`src/rtl/alu_pkg.sv`:
```
// Shared ALU definitions: opcode encodings, arbiter FSM states and width defaults.
// Imported by alu_arbiter and by anything that needs to speak the ALU's opcode language.
package alu_pkg;

    localparam int DATA_W_DEF = 32;
    localparam int OP_W_DEF   = 4;

    localparam logic [3:0] ALU_ADD  = 4'b0000;
    localparam logic [3:0] ALU_SUB  = 4'b0001;
    localparam logic [3:0] ALU_SLL  = 4'b0010;
    localparam logic [3:0] ALU_SLT  = 4'b0011;
    localparam logic [3:0] ALU_SLTU = 4'b0100;
    localparam logic [3:0] ALU_XOR  = 4'b0101;
    localparam logic [3:0] ALU_SRL  = 4'b0110;
    localparam logic [3:0] ALU_SRA  = 4'b0111;
    localparam logic [3:0] ALU_OR   = 4'b1000;
    localparam logic [3:0] ALU_AND  = 4'b1001;
    localparam logic [3:0] ALU_BEQ  = 4'b1010;
    localparam logic [3:0] ALU_BNE  = 4'b1011;
    localparam logic [3:0] ALU_BLT  = 4'b1100;
    localparam logic [3:0] ALU_BGE  = 4'b1101;

    typedef enum logic {
        IDLE = 1'b0,
        RESP = 1'b1
    } arb_state_e;

endpackage

```
`src/rtl/rr_arb2.sv`:
```
// Two-input grant with round-robin on conflict; define ALU_ARB_FIXED_PRIO_EN for
// fixed priority (port 0 always wins a conflict, i_last_grant then ignored).
module rr_arb2 (
    input  logic       i_en,
    input  logic [1:0] i_req,
    input  logic       i_last_grant,
    output logic [1:0] o_grant
);

`ifdef ALU_ARB_FIXED_PRIO_EN
    logic w_unused_last_grant;
    assign w_unused_last_grant = i_last_grant;
`endif

    // NOTE: combinational outputs get a default first so no path leaves them unassigned (no latch).
    always_comb begin
        o_grant = 2'b00;
        if (i_en) begin
            case (i_req)
                2'b01:   o_grant = 2'b01;
                2'b10:   o_grant = 2'b10;
`ifdef ALU_ARB_FIXED_PRIO_EN
                2'b11:   o_grant = 2'b01;
`else
                2'b11:   o_grant = i_last_grant ? 2'b01 : 2'b10;
`endif
                default: o_grant = 2'b00;
            endcase
        end
    end

endmodule

```
`src/rtl/alu_arbiter.sv`:
```
// Shares one combinational ALU between two valid/ready requesters and buffers one response.
// Conflict policy is round-robin unless ALU_ARB_FIXED_PRIO_EN is defined (see rr_arb2).
module alu_arbiter
    import alu_pkg::*;
#(
    parameter int DATA_W = DATA_W_DEF,
    parameter int OP_W   = OP_W_DEF
) (
    input  logic              clk,
    input  logic              rst,
    input  logic              req0_valid,
    output logic              req0_ready,
    input  logic [DATA_W-1:0] req0_a,
    input  logic [DATA_W-1:0] req0_b,
    input  logic [OP_W-1:0]   req0_op,
    input  logic              req1_valid,
    output logic              req1_ready,
    input  logic [DATA_W-1:0] req1_a,
    input  logic [DATA_W-1:0] req1_b,
    input  logic [OP_W-1:0]   req1_op,
    output logic              rsp0_valid,
    input  logic              rsp0_ready,
    output logic [DATA_W-1:0] rsp0_result,
    output logic              rsp0_zero,
    output logic              rsp1_valid,
    input  logic              rsp1_ready,
    output logic [DATA_W-1:0] rsp1_result,
    output logic              rsp1_zero,
    output logic [DATA_W-1:0] alu_data_one,
    output logic [DATA_W-1:0] alu_data_two,
    output logic [OP_W-1:0]   alu_op,
    input  logic [DATA_W-1:0] alu_result,
    input  logic              alu_zero
);

    arb_state_e        r_state;
    arb_state_e        w_state_next;
    logic              r_resp_id;
    logic              r_last_grant;
    logic [DATA_W-1:0] r_result;
    logic              r_zero;

    logic              w_owner_ready;
    logic              w_can_issue;
    logic [1:0]        w_grant;
    logic              w_issue;

    // Owner draining the buffer this cycle frees it for a new op in the same cycle.
    assign w_owner_ready = r_resp_id ? rsp1_ready : rsp0_ready;
    assign w_can_issue   = !rst && ((r_state == IDLE) || w_owner_ready);

    rr_arb2 u_rr_arb2 (
        .i_en         (w_can_issue),
        .i_req        ({req1_valid, req0_valid}),
        .i_last_grant (r_last_grant),
        .o_grant      (w_grant)
    );

    assign w_issue    = |w_grant;
    assign req0_ready = w_grant[0];
    assign req1_ready = w_grant[1];

    always_comb begin
        alu_data_one = '0;
        alu_data_two = '0;
        alu_op       = '0;
        if (w_grant[0]) begin
            alu_data_one = req0_a;
            alu_data_two = req0_b;
            alu_op       = req0_op;
        end else if (w_grant[1]) begin
            alu_data_one = req1_a;
            alu_data_two = req1_b;
            alu_op       = req1_op;
        end
    end

    always_comb begin
        w_state_next = r_state;
        case (r_state)
            IDLE:    if (w_issue) w_state_next = RESP;
            RESP:    if (!w_issue && w_owner_ready) w_state_next = IDLE;
            default: w_state_next = IDLE;
        endcase
    end

    // NOTE: state registers use non-blocking assignments so every flop samples pre-edge values.
    always_ff @(posedge clk) begin
        if (rst) begin
            r_state      <= IDLE;
            r_resp_id    <= 1'b0;
            r_last_grant <= 1'b1;
            r_result     <= '0;
            r_zero       <= 1'b0;
        end else begin
            r_state <= w_state_next;
            if (w_issue) begin
                r_result     <= alu_result;
                r_zero       <= alu_zero;
                r_resp_id    <= w_grant[1];
                r_last_grant <= w_grant[1];
            end
        end
    end

    assign rsp0_valid  = (r_state == RESP) && !r_resp_id;
    assign rsp1_valid  = (r_state == RESP) &&  r_resp_id;
    assign rsp0_result = r_result;
    assign rsp1_result = r_result;
    assign rsp0_zero   = r_zero;
    assign rsp1_zero   = r_zero;

endmodule
```
`config.mk`:
```
export PLATFORM = sky130hd
export DESIGN_NAME = alu_arbiter
export DESIGN_NICKNAME = d
export VERILOG_FILES = /design/src/rtl/alu_pkg.sv /design/src/rtl/rr_arb2.sv /design/src/rtl/alu_arbiter.sv
export SDC_FILE = /design/constraint.sdc
export NUM_CORES = 1
export LEC_CHECK = 0
export CAP_MARGIN = 15
export CORE_AREA = 2 2 123 125
export CTS_CLUSTER_DIAMETER = 200
export DETAILED_ROUTE_END_ITERATION = 8
export DIE_AREA = 0 0 125 127
export SETUP_SLACK_MARGIN = 0.15
export SKIP_LAST_GASP = 1
export SLEW_MARGIN = 20
export SYNTH_ARGS = -nofsm -noshare
export SYNTH_HDL_FRONTEND = slang
export SYNTH_HIERARCHICAL = 1
export SYNTH_SLANG_ARGS = --single-unit
```
`constraint.sdc`:
```
create_clock -name clk -period 2.2 [get_ports clk]
set_input_delay 0.44 -clock clk [delete_from_list [all_inputs] [get_ports clk]]
set_output_delay 0.44 -clock clk [all_outputs]
set_load 0.1 [all_outputs]
```
==> impl_metrics.toml <==
[synth]
ys_warn_count = 6
yosysTopAreaCell = "dfxtp_1"
synth_seq_cells = 36
syn_area_um2 = 2535
syn_inst = 293
synth_area_per_cell_um2 = 8.652
synthTopCellsByArea = "dfxtp_1 (28%), a22o_1 (23%), buf_4 (12%)"
synth_cell_types = 20
synth_top_area_share_pct = 28.43
synth.net_count = 468
ys_seq_area_share_pct = 28.43

[finish]
area_growth_pct = 190.2
final_common_cell = "clkdlybuf4s50_1"
layout_common_cells = "clkdlybuf4s50_1 (171), buf_12 (82), buf_4 (75), a22o_4 (66), dfxtp_1 (35)"
final_nets = 754
drive_gt1_share_pct = 45.94

[route]
top_layer = "met4"
via_count = 3415
wl_met2_mm = 7.678
dr.first_iter.drc_count = 50
drc = 0
avgViaCountPerCell = 4.470
ant_nets = 0
wl_mm = 14.46
m1WireLength_mm = 4.976
drtPass1Iterations = 4
wl_met3_mm = 1.469
wl_per_cell_um = 18.92

[job]
maxCapViolCount = 0

[placement]
routabilityCongestion = 0.8171
hpwl_mm = 11.56
portBuffers = 312
dp_slack_ns = -0.6084

[cts]
cts_sinks = 36
cts_made_buffers = 5
cts_hold_buffers = 0
clk_latency_ns = 0.28
htreeDepth = 2
path_clk_slew_ns = 0.05
cts_tree = "done"
cts.path.max_buffers = 2
clock-root-buffer = "clkbuf_16"

[critical_path]
cp_max_fo = 13
reg2reg_from = "r_resp_id"
start_kind = "register"
reg2reg_to = "rsp0_result[6]"
arrival_ns = 2.11
crit_path_end_kind = "output pin"
worstPathRequired_ns = 1.76
crit_type = "reg2out"
reg2reg_setup_slack_ns = 0.22
ff2ff_path_depth = 10

[global_route]
track_usage_pct = 17.57
antenna_found_initial = 1
grt_pass1_wl_mm = 21.85
grt_max_degree = 54
overflow = 0
grt_pass1_vias = 3752

[pwr]
power_density_nw_per_um2 = 568.3
peakVddDrop_mv = 0.3737
total_power_mw = 4.181
power.leakage_nw = 3.106

[sta]
period_needed_ns = 2.546
worstMarginPinSlew_ns = 0.4364
setup_viol_count_final = 69
rsz0062_at_grt = "true"
final_hold_viol_count = 0
clock_skew_ns = 0.005990
fmax_mhz = 392.7
setup_slack_ns = -0.3462
finalCritPeriodShare_pct = 115.7
slew_headroom_pct = 70.91
slew_violations = 0

[floorplan]
dieWidth_um = 125
core-area_um2 = 14420
placementRows = 44
dieArea_um2 = 15880
die_y_um = 127
io_pins = 313
start_util_pct = 17.57

[worst_hold_path]
hp-start = "r_last_grant"
holdPathStages = 2
whs_endpoint = "r_last_grant"
hp-class = "reg2reg"

[run_status]
status = "finished with violations"
violations = "negative setup slack"
## power breakdown
part / total [mW] / internal (mW) / switching [mW]
clock: 0.722 / 0.474 / 0.248
combinational: 2.72 / 1.04 / 1.69
sequential: 0.735 / 0.698 / 0.0368
total: 4.18 / 2.21 / 1.97
## layer usage
metal,GRT usage [%],vias up
li1,-,1638
met1,18.44,1585
met4,5.425,0
met5,0,-
met2,32.10,177
met3,7.286,15
## how the worst max path moves through the flow
| stage | start | end | slack [ns] |
|---|---|---|---|
| after floorplan | rst | alu_op[1] | -0.77 |
| after global placement | rsp0_ready | alu_data_one[30] | -0.59 |
| after detailed placement | rsp1_ready | alu_data_one[30] | -0.61 |
| after CTS | r_resp_id | alu_data_one[13] | -0.35 |
| after global routing | r_resp_id | alu_data_one[23] | -0.45 |
| final | r_resp_id | alu_data_one[13] | -0.35 |
## registers in the layout, summed over array words and instances, names as in the netlist
register / flops
r_last_grant: 1
rsp0_result: 32
r_state: 1
rsp0_zero: 1
r_resp_id: 1
## kinds of logic after synthesis
family                 synth area share (%)
and+or+nand+nor                       14.12
muxes                                0.3949
AOI/OAI and AO/OA                     37.56
DFF                                   28.43
buffers and inverters                 19.50
## per-stage QoR
stage	TNS [ns]	util (%)	cells	cell area (um^2)	hold slack, ns
2_1_floorplan	-45.18	-	293	3294	0.4811
3_5_place_dp	-51.17	47.44	742	6843	0.5175
3_3_place_gp	-49.14	47.44	742	6843	0.5020
5_1_grt	-29.42	51.01	764	7357	0.5600
4_1_cts	-22.45	50.34	760	7261	0.5339
6_report	-22.16	51.01	764	7357	0.5209
## area by class of cell
type / count / area (um^2)
Tap cell: 184 / 230.2
Inverter: 3 / 11.26
Antenna cell: 1 / 2.502
Timing Repair Buffer: 346 / 4228
Sequential cell: 36 / 724.4
Clock buffer: 7 / 152.6
Fill cell: 1290 / 7067
Multi-Input combinational cell: 187 / 2008
## synthesized netlist by cell type, drive strengths merged
master / number
inv: 3
o2bb2ai: 1
a22o: 66
nand2b: 1
and2: 1
or3b: 33
buf: 63
a21oi: 37
nand2: 6
clkbuf: 4
o21ai: 36
mux2i: 1
dfxtp: 36
nor2: 2
nor2b: 3
## critical path: stages, from the launching register on
cell,delay (ns)
dfxtp_4,0.36
mux2i_4,0.19
a21oi_2,0.19
nand2_2,0.08
a21oi_4,0.14
buf_6,0.12
nor2b_4,0.04
buf_12,0.14
buf_12,0.15
a22o_4,0.23
buf_12,0.16
## repair_timing
item,4_1_cts,5_1_grt
buffers inserted,6,2
pin swaps,1,2
setup endpoints to repair,106,103
gates resized for setup,23,15
gates cloned,5,1
Power figures use the tool's default switching activity.
